### src/rtl/regfile_pkg.sv
// regfile_pkg: shared definitions for the multi-port register file.
//   DEF_ADDR_WIDTH / DEF_DATA_WIDTH : default geometry (32 x 32-bit)
//   MAX_WR                          : widest write-port count supported
//   reg_addr_t / reg_data_t         : address and data types at default geometry
//   wr_sel_t                        : result of write-port arbitration
//   wr_winner()                     : highest-index hitting write port wins
package regfile_pkg;

  localparam int DEF_ADDR_WIDTH = 5;
  localparam int DEF_DATA_WIDTH = 32;
  localparam int MAX_WR         = 2;

  typedef logic [DEF_ADDR_WIDTH-1:0] reg_addr_t;
  typedef logic [DEF_DATA_WIDTH-1:0] reg_data_t;

  // hit  : at least one enabled write port targets the address
  // port : index of the winning port (meaningful only when hit=1)
  typedef struct packed {
    logic       hit;
    logic [0:0] port;
  } wr_sel_t;

  // Given one hit bit per write port for a single address, pick the winner.
  // The loop runs upward so the highest-index hitting port overrides lower
  // ones; the storage write path and the read bypass both rely on this so
  // they always agree on which data lands.
  function automatic wr_sel_t wr_winner(input logic [MAX_WR-1:0] hit);
    wr_sel_t sel;
    sel = '0;
    for (int j = 0; j < MAX_WR; j++) begin
      if (hit[j]) begin
        sel.hit  = 1'b1;
        sel.port = 1'(j);
      end
    end
    return sel;
  endfunction

endpackage

### src/rtl/regfile_scoreboard.sv
// regfile_scoreboard: per-register busy bits for outstanding multi-cycle
// producers (e.g. loads reserved at decode, completed at writeback).
// Ports:
//   clk      : clock, state updates on rising edge
//   rst      : asynchronous active-low reset, clears every busy bit
//   rsv_en   : reserve request, marks rsv_addr busy
//   rsv_addr : register to reserve
//   wr_hit   : one bit per register, an enabled (non-dropped) write lands there
//   busy     : current busy bits
//   busy_cnt : registered population count of busy bits after the edge
module regfile_scoreboard
  import regfile_pkg::*;
#(
  parameter int ADDR_WIDTH = DEF_ADDR_WIDTH,
  parameter int ZERO_REG   = 1
) (
  input  logic                       clk,
  input  logic                       rst,
  input  logic                       rsv_en,
  input  logic [ADDR_WIDTH-1:0]      rsv_addr,
  input  logic [(2**ADDR_WIDTH)-1:0] wr_hit,
  output logic [(2**ADDR_WIDTH)-1:0] busy,
  output logic [ADDR_WIDTH:0]        busy_cnt
);

  localparam int DEPTH = 2**ADDR_WIDTH;

  logic [DEPTH-1:0]    busy_reg;
  logic [DEPTH-1:0]    busy_next;
  logic [DEPTH-1:0]    rsv_hit;
  logic [ADDR_WIDTH:0] busy_cnt_reg;
  logic [ADDR_WIDTH:0] busy_cnt_next;

  genvar gi;
  generate
    for (gi = 0; gi < DEPTH; gi++) begin : g_busy
      // Register 0 can never become busy when it is hard-wired to zero.
      localparam bit LOCKED = (ZERO_REG != 0) && (gi == 0);

      assign rsv_hit[gi] = rsv_en && (rsv_addr == ADDR_WIDTH'(gi)) && !LOCKED;

      // A reservation in the same cycle as a write is a new outstanding
      // producer, so set takes priority over the write's clear.
      assign busy_next[gi] = rsv_hit[gi] | (busy_reg[gi] & ~wr_hit[gi]);
    end
  endgenerate

  always_comb begin
    busy_cnt_next = '0;
    for (int a = 0; a < DEPTH; a++) begin
      busy_cnt_next = busy_cnt_next + {{ADDR_WIDTH{1'b0}}, busy_next[a]};
    end
  end

  always_ff @(posedge clk or negedge rst) begin
    if (!rst) begin
      busy_reg     <= '0;
      busy_cnt_reg <= '0;
    end else begin
      busy_reg     <= busy_next;
      busy_cnt_reg <= busy_cnt_next;
    end
  end

  assign busy     = busy_reg;
  assign busy_cnt = busy_cnt_reg;

endmodule

### src/rtl/regfile_mp.sv
// regfile_mp: parametrised multi-port register file with optional hard-wired
// zero register, same-cycle write-to-read bypass and a busy scoreboard.
// Ports:
//   clk         : clock, all state updates on rising edge
//   rst         : asynchronous active-low reset
//   ra          : NUM_RD read addresses, port i in slice i
//   rd          : NUM_RD read data words, combinational
//   rd_busy     : per read port, target register has an outstanding reservation
//   we/wa/wd    : NUM_WR write enables, addresses, data
//   rsv_en      : reserve request for rsv_addr
//   rsv_addr    : register to reserve
//   wr_conflict : registered pulse, two write ports hit the same address last cycle
//   busy_cnt    : registered count of busy registers
module regfile_mp
  import regfile_pkg::*;
#(
  parameter int ADDR_WIDTH = DEF_ADDR_WIDTH,
  parameter int DATA_WIDTH = DEF_DATA_WIDTH,
  parameter int NUM_RD     = 2,
  parameter int NUM_WR     = 2,
  parameter int ZERO_REG   = 1,
  parameter int BYPASS     = 1
) (
  input  logic                         clk,
  input  logic                         rst,
  input  logic [NUM_RD*ADDR_WIDTH-1:0] ra,
  output logic [NUM_RD*DATA_WIDTH-1:0] rd,
  output logic [NUM_RD-1:0]            rd_busy,
  input  logic [NUM_WR-1:0]            we,
  input  logic [NUM_WR*ADDR_WIDTH-1:0] wa,
  input  logic [NUM_WR*DATA_WIDTH-1:0] wd,
  input  logic                         rsv_en,
  input  logic [ADDR_WIDTH-1:0]        rsv_addr,
  output logic                         wr_conflict,
  output logic [ADDR_WIDTH:0]          busy_cnt
);

  localparam int DEPTH = 2**ADDR_WIDTH;

  genvar gi;

  generate
    if (ADDR_WIDTH < 1 || DATA_WIDTH < 1 || NUM_RD < 1 || NUM_RD > 4 ||
        NUM_WR < 1 || NUM_WR > MAX_WR ||
        (ZERO_REG != 0 && ZERO_REG != 1) || (BYPASS != 0 && BYPASS != 1)) begin : g_bad_param
      $error("regfile_mp: illegal parameter combination");
    end
  endgenerate

  logic [DATA_WIDTH-1:0] mem_reg [DEPTH];
  logic [ADDR_WIDTH-1:0] wa_arr  [MAX_WR];
  logic [DATA_WIDTH-1:0] wd_arr  [MAX_WR];
  logic [MAX_WR-1:0]     we_eff;
  wr_sel_t               sel_arr [DEPTH];
  logic [DEPTH-1:0]      wr_hit;
  logic [DEPTH-1:0]      busy;
  logic                  conflict_reg;
  logic                  conflict_next;

  // Write ports are padded to MAX_WR so arbitration is always the same
  // shape; absent ports never enable. we_eff already excludes writes that
  // get dropped at the zero register, so nothing downstream rechecks it.
  generate
    for (gi = 0; gi < MAX_WR; gi++) begin : g_wport
      if (gi < NUM_WR) begin : g_real
        assign wa_arr[gi] = wa[gi*ADDR_WIDTH +: ADDR_WIDTH];
        assign wd_arr[gi] = wd[gi*DATA_WIDTH +: DATA_WIDTH];
        assign we_eff[gi] = we[gi] && !((ZERO_REG != 0) && (wa_arr[gi] == '0));
      end else begin : g_pad
        assign wa_arr[gi] = '0;
        assign wd_arr[gi] = '0;
        assign we_eff[gi] = 1'b0;
      end
    end
  endgenerate

  // Per-register write arbitration.
  generate
    for (gi = 0; gi < DEPTH; gi++) begin : g_warb
      logic [MAX_WR-1:0] port_hit;
      always_comb begin
        port_hit = '0;
        for (int j = 0; j < MAX_WR; j++) begin
          port_hit[j] = we_eff[j] && (wa_arr[j] == ADDR_WIDTH'(gi));
        end
      end
      assign sel_arr[gi] = wr_winner(port_hit);
      assign wr_hit[gi]  = sel_arr[gi].hit;
    end
  endgenerate

  always_ff @(posedge clk or negedge rst) begin
    if (!rst) begin
      for (int a = 0; a < DEPTH; a++) begin
        mem_reg[a] <= '0;
      end
    end else begin
      for (int a = 0; a < DEPTH; a++) begin
        if (sel_arr[a].hit) begin
          mem_reg[a] <= wd_arr[sel_arr[a].port];
        end
      end
    end
  end

  // Dropped zero-register writes are already masked out of we_eff, so a
  // double write to address 0 never flags.
  assign conflict_next = we_eff[0] && we_eff[MAX_WR-1] && (wa_arr[0] == wa_arr[MAX_WR-1]);

  always_ff @(posedge clk or negedge rst) begin
    if (!rst) begin
      conflict_reg <= 1'b0;
    end else begin
      conflict_reg <= conflict_next;
    end
  end

  assign wr_conflict = conflict_reg;

  regfile_scoreboard #(
    .ADDR_WIDTH (ADDR_WIDTH),
    .ZERO_REG   (ZERO_REG)
  ) u_scoreboard (
    .clk      (clk),
    .rst      (rst),
    .rsv_en   (rsv_en),
    .rsv_addr (rsv_addr),
    .wr_hit   (wr_hit),
    .busy     (busy),
    .busy_cnt (busy_cnt)
  );

  // Read ports with optional bypass from this cycle's writes.
  generate
    for (gi = 0; gi < NUM_RD; gi++) begin : g_rport
      logic [ADDR_WIDTH-1:0] ra_i;
      logic [MAX_WR-1:0]     byp_hit;
      wr_sel_t               byp_sel;
      logic                  rsv_same;
      logic [DATA_WIDTH-1:0] rd_data;
      logic                  busy_bit;

      assign ra_i     = ra[gi*ADDR_WIDTH +: ADDR_WIDTH];
      assign rsv_same = rsv_en && (rsv_addr == ra_i);

      always_comb begin
        byp_hit = '0;
        for (int j = 0; j < MAX_WR; j++) begin
          byp_hit[j] = we_eff[j] && (wa_arr[j] == ra_i);
        end
      end

      assign byp_sel = wr_winner(byp_hit);

      always_comb begin
        rd_data  = mem_reg[ra_i];
        busy_bit = busy[ra_i];
        if ((BYPASS != 0) && byp_sel.hit) begin
          rd_data = wd_arr[byp_sel.port];
          // The write completes the producer, unless a new reservation of the
          // same register arrives alongside it.
          if (!rsv_same) begin
            busy_bit = 1'b0;
          end
        end
        if ((ZERO_REG != 0) && (ra_i == '0)) begin
          rd_data  = '0;
          busy_bit = 1'b0;
        end
      end

      assign rd[gi*DATA_WIDTH +: DATA_WIDTH] = rd_data;
      assign rd_busy[gi]                     = busy_bit;
    end
  endgenerate

endmodule
### config.mk
export PLATFORM = sky130hd
export DESIGN_NAME = regfile_mp
export DESIGN_NICKNAME = d
export VERILOG_FILES = /design/src/rtl/regfile_pkg.sv /design/src/rtl/regfile_scoreboard.sv /design/src/rtl/regfile_mp.sv
export SDC_FILE = /design/constraint.sdc
export NUM_CORES = 2
export LEC_CHECK = 0
export CAP_MARGIN = 10
export CELL_PAD_IN_SITES_DETAIL_PLACEMENT = 0
export CELL_PAD_IN_SITES_GLOBAL_PLACEMENT = 1
export CORE_MARGIN = 2
export CORE_UTILIZATION = 40
export CTS_CLUSTER_SIZE = 40
export DETAILED_ROUTE_END_ITERATION = 6
export GPL_ROUTABILITY_DRIVEN = 1
export GPL_TIMING_DRIVEN = 0
export PLACE_DENSITY_LB_ADDON = 0.1
export SYNTH_ARGS = -nofsm -noshare
export SYNTH_HDL_FRONTEND = slang
export SYNTH_SLANG_ARGS = --single-unit
### constraint.sdc
create_clock -name clk -period 10.5 [get_ports clk]
set_input_delay 1.575 -clock clk [delete_from_list [all_inputs] [get_ports clk]]
set_output_delay 1.575 -clock clk [all_outputs]
set_load 0.01 [all_outputs]
==> results.md <==
* Netlist cell types at 60
* Pin count of the biggest net entering global routing at 160
* CTS clk-pin slew, worst paths at 0.06 ns
* PD cells at 214 mW/mm2
* Max frequency at 112 MHz
* Worst endpoint required time at about 11 ns
* Max-slew violations at 0
* Largest register FFs at 1024
* Layout cells sized above 1 at between 10% and 20%
* Area Overhead vs Synth at 13.2%
* Syn nets at 7444
* CTS Buf Count at between 100 and 150
* # hold bufs at CTS at 0
* Root buffer cell: clkbuf_16
* Max-slew headroom at 8.14%
* Mux share of post-synthesis cell area at 25.4%
* Global-route wire length before repair at about 510 mm
* Worst hold path class: flip-flop to flip-flop
* Hold Vio Cnt, Final at 0
* TritonCTS clock tree: built
* DRT antenna net count at 0
* Register Area at 0.0266 mm2
* Overall Global Routing Usage at ~42%
* Clock Skews at 0.0129 ns
* CP arrival at roughly 9.6 ns
* Worst Tran Pin Value at around 1.4 ns
* Post-Synth Simple-Gate Area at 11.2%
* DRT Wirelength at 374 mm
* Sum of negative setup slack at 0 ns
* Post-synthesis adder-cell area fraction at 0.847%
* Vias in the first global route at 62608
* Horiz. Die Dim at roughly 420 um
* H-tree depth at 4
* Cell Count, Final, Fillers Out at approximately 9900
* Area of the multi-input gates at 0.0380 mm2
* Critical Setup Path Class: input pin to flip-flop
* Initial detailed-routing violation count at 9137
* Clk_lat worst skew at 0.82 ns
* Synth cell count leaders: 1063 x dfrtp_1, 905 x a21oi_1, 795 x nor2_1
* Detailed Routing Iterations Pass 1 at 6
* Gpl congestion at 1.03
* CP Launch Type: input pin
* Synth warnings at 0
* Area contributors post-synth: dfrtp_1 39%, mux4_2 9.1%, mux2_2 8.2%, mux2i_1 8.1%, a21oi_1 6.6%
* Final setup fails at 0
* Crit end category: flip-flop
* IR Drop Worst-Case VDD at 0.000262 V
* Post-synthesis compound-gate area fraction at 17.4%
* Die height at 418 um
* Nets@finish at 7725
* Main combinational cell family by area after synthesis: multiplexers
* DRC viols at 0
* Sinks on Clock Net at approximately 1100
* Period utilisation layout at 85.0%
* Synth async-reset ratio at 100%
* # IOs at ~170
* Fill cell count at 16654
* Wirelength per Cell at 37.6 um
* P_leak at 32.2 nW
* Post-synth EDFFs at 0
* Syn Std Cell Area at 0.0685 mm2
* Initial Utilization at 40.3%
* Minimum clock period at 8.92 ns
* Xor and xnor area share after synthesis at 0.497%
* # Max-Cap Violations at 0
* Yosys top cell area share at 38.8%
* Synth Instances at 7318
* Most common cell in the netlist: dfrtp_1
* Fin util at 45.7%
* Die Area at 0.175 mm2
* Placed insts at 9675
* Clock Path Buffers at 3
* Core area at around 0.17 mm2
* Cell Rows at approximately 150
* PortBufs at between 100 and 150
* RSZ-0062 raised after global routing: no
* Setup Fix Bufs, Post-CTS at 0
* Global route total overflow at 0
* Hpwl dp at 292 mm
* Mapped Avg Cell Area at 9.36 um2
* Post-CTS Resized at 0
* Initial antenna violation count at 15
* DR vias/cell at 6.57
* Cell taking the most area after synthesis: dfrtp_1
* Outcome: finished, final reports clean
* Via Count at 65245
* Prevailing post-synth register cell: dfrtp_1
* #FFs+latches synth at 1063
* Sequential cell area fraction in the yosys report at 38.8%
* CP max FO at 10
report_power, final:
| group | total [mW] | switching, mW | internal (mW) |
|---|---|---|---|
| Combinational | 5.47 | 3.02 | 2.45 |
| Clock | 5.02 | 2.09 | 2.94 |
| Sequential | 6.09 | 0.937 | 5.16 |
| Total | 16.6 | 6.04 | 10.5 |
layout make-up:
type	count	area share, %
clock buffers	204	5.31
inverters	77	0.373
clock inverters	45	0.628
well taps	2218	3.58
repair buffers	140	2.04
multi-input cells	5291	49.0
plain buffers	887	4.76
diodes	4	0.0129
flip-flops and latches	1063	34.3
stage by stage:
| step | power [mW] | area [um2] | setup slack [ns] | hold slack [ns] |
|---|---|---|---|---|
| CTS | 16.4 | 77500 | 1.83 | 0.479 |
| detailed placement | 11.4 | 72900 | 1.03 | 0.467 |
| global route | 17.2 | 77500 | 1.50 | 0.499 |
| finish | 16.6 | 77500 | 1.58 | 0.474 |
| global placement | 11.3 | 72500 | -45.99 | 0.455 |
| floorplan | 9.21 | 68500 | 3.21 | 0.442 |
logic make-up after synthesis:
logic type	Yosys count
flops	1063
buf+inv	964
mux	1330
xor+xnor	38
compound gates	2069
simple gates	1822
fa+ha+maj	32
cell usage in the layout (no fill, tap or decap), drive strengths merged, types with 6 or more instances in the layout:
cell type         n
nor2b            21
nand4             6
mux2i           553
bufinv            9
clkinv           29
dfrtp          1063
a22o            132
nand3b            7
and2              9
xor2             17
and3              7
nand2b           12
mux2            499
a32o              7
inv              83
o22ai           248
nand3            11
clkbuf          825
nor3            264
nor2            795
ha                8
nand2           600
o21ai           682
fa               24
buf             284
xnor2            21
a221oi           62
a21oi           905
a21o              8
mux4            278
clkdlybuf4s50   122
nor4             68
or2               8
critical path, cell delays in order:
cell	delay, ns
clkdlybuf4s50_1	0.48
buf_4	0.22
nand2b_1	0.15
clkbuf_1	0.42
nor2_1	0.43
clkbuf_1	0.50
clkbuf_1	0.68
o21ai_0	0.35
fa_1	0.54
fa_1	0.57
fa_1	0.45
fa_1	0.52
fa_1	0.43
fa_1	0.51
inv_1	0.05
fa_1	0.49
inv_1	0.09
ha_1	0.19
inv_1	0.07
fa_1	0.47
inv_1	0.07
a21o_1	0.10
a21oi_1	0.07
xnor2_1	0.17
layer usage:
metal,routed length (um),global-route usage [%],vias up
met3,39400,9.96,857
met2,158000,61.1,4155
li1,-,-,26923
met5,41,0,-
met4,25300,24.1,6
met1,151000,57.1,33304
path summary, 6_finish.rpt:
kind	startpoint	end	slack, ns	cells past startpoint
setup reg to reg	u_scoreboard.busy[1]	u_scoreboard.busy_cnt[4]	4.85	18
min in group asynchronous	rst	mem_reg[809]	0.61	1
hold reg to reg	mem_reg[997]	mem_reg[997]	0.47	1
setup / recovery	wa[6]	u_scoreboard.busy_cnt[4]	1.58	24
max in group asynchronous	rst	mem_reg[187]	7.09	4
hold / removal	mem_reg[997]	mem_reg[997]	0.47	1
Note: power is estimated with default switching activity, not from simulation.
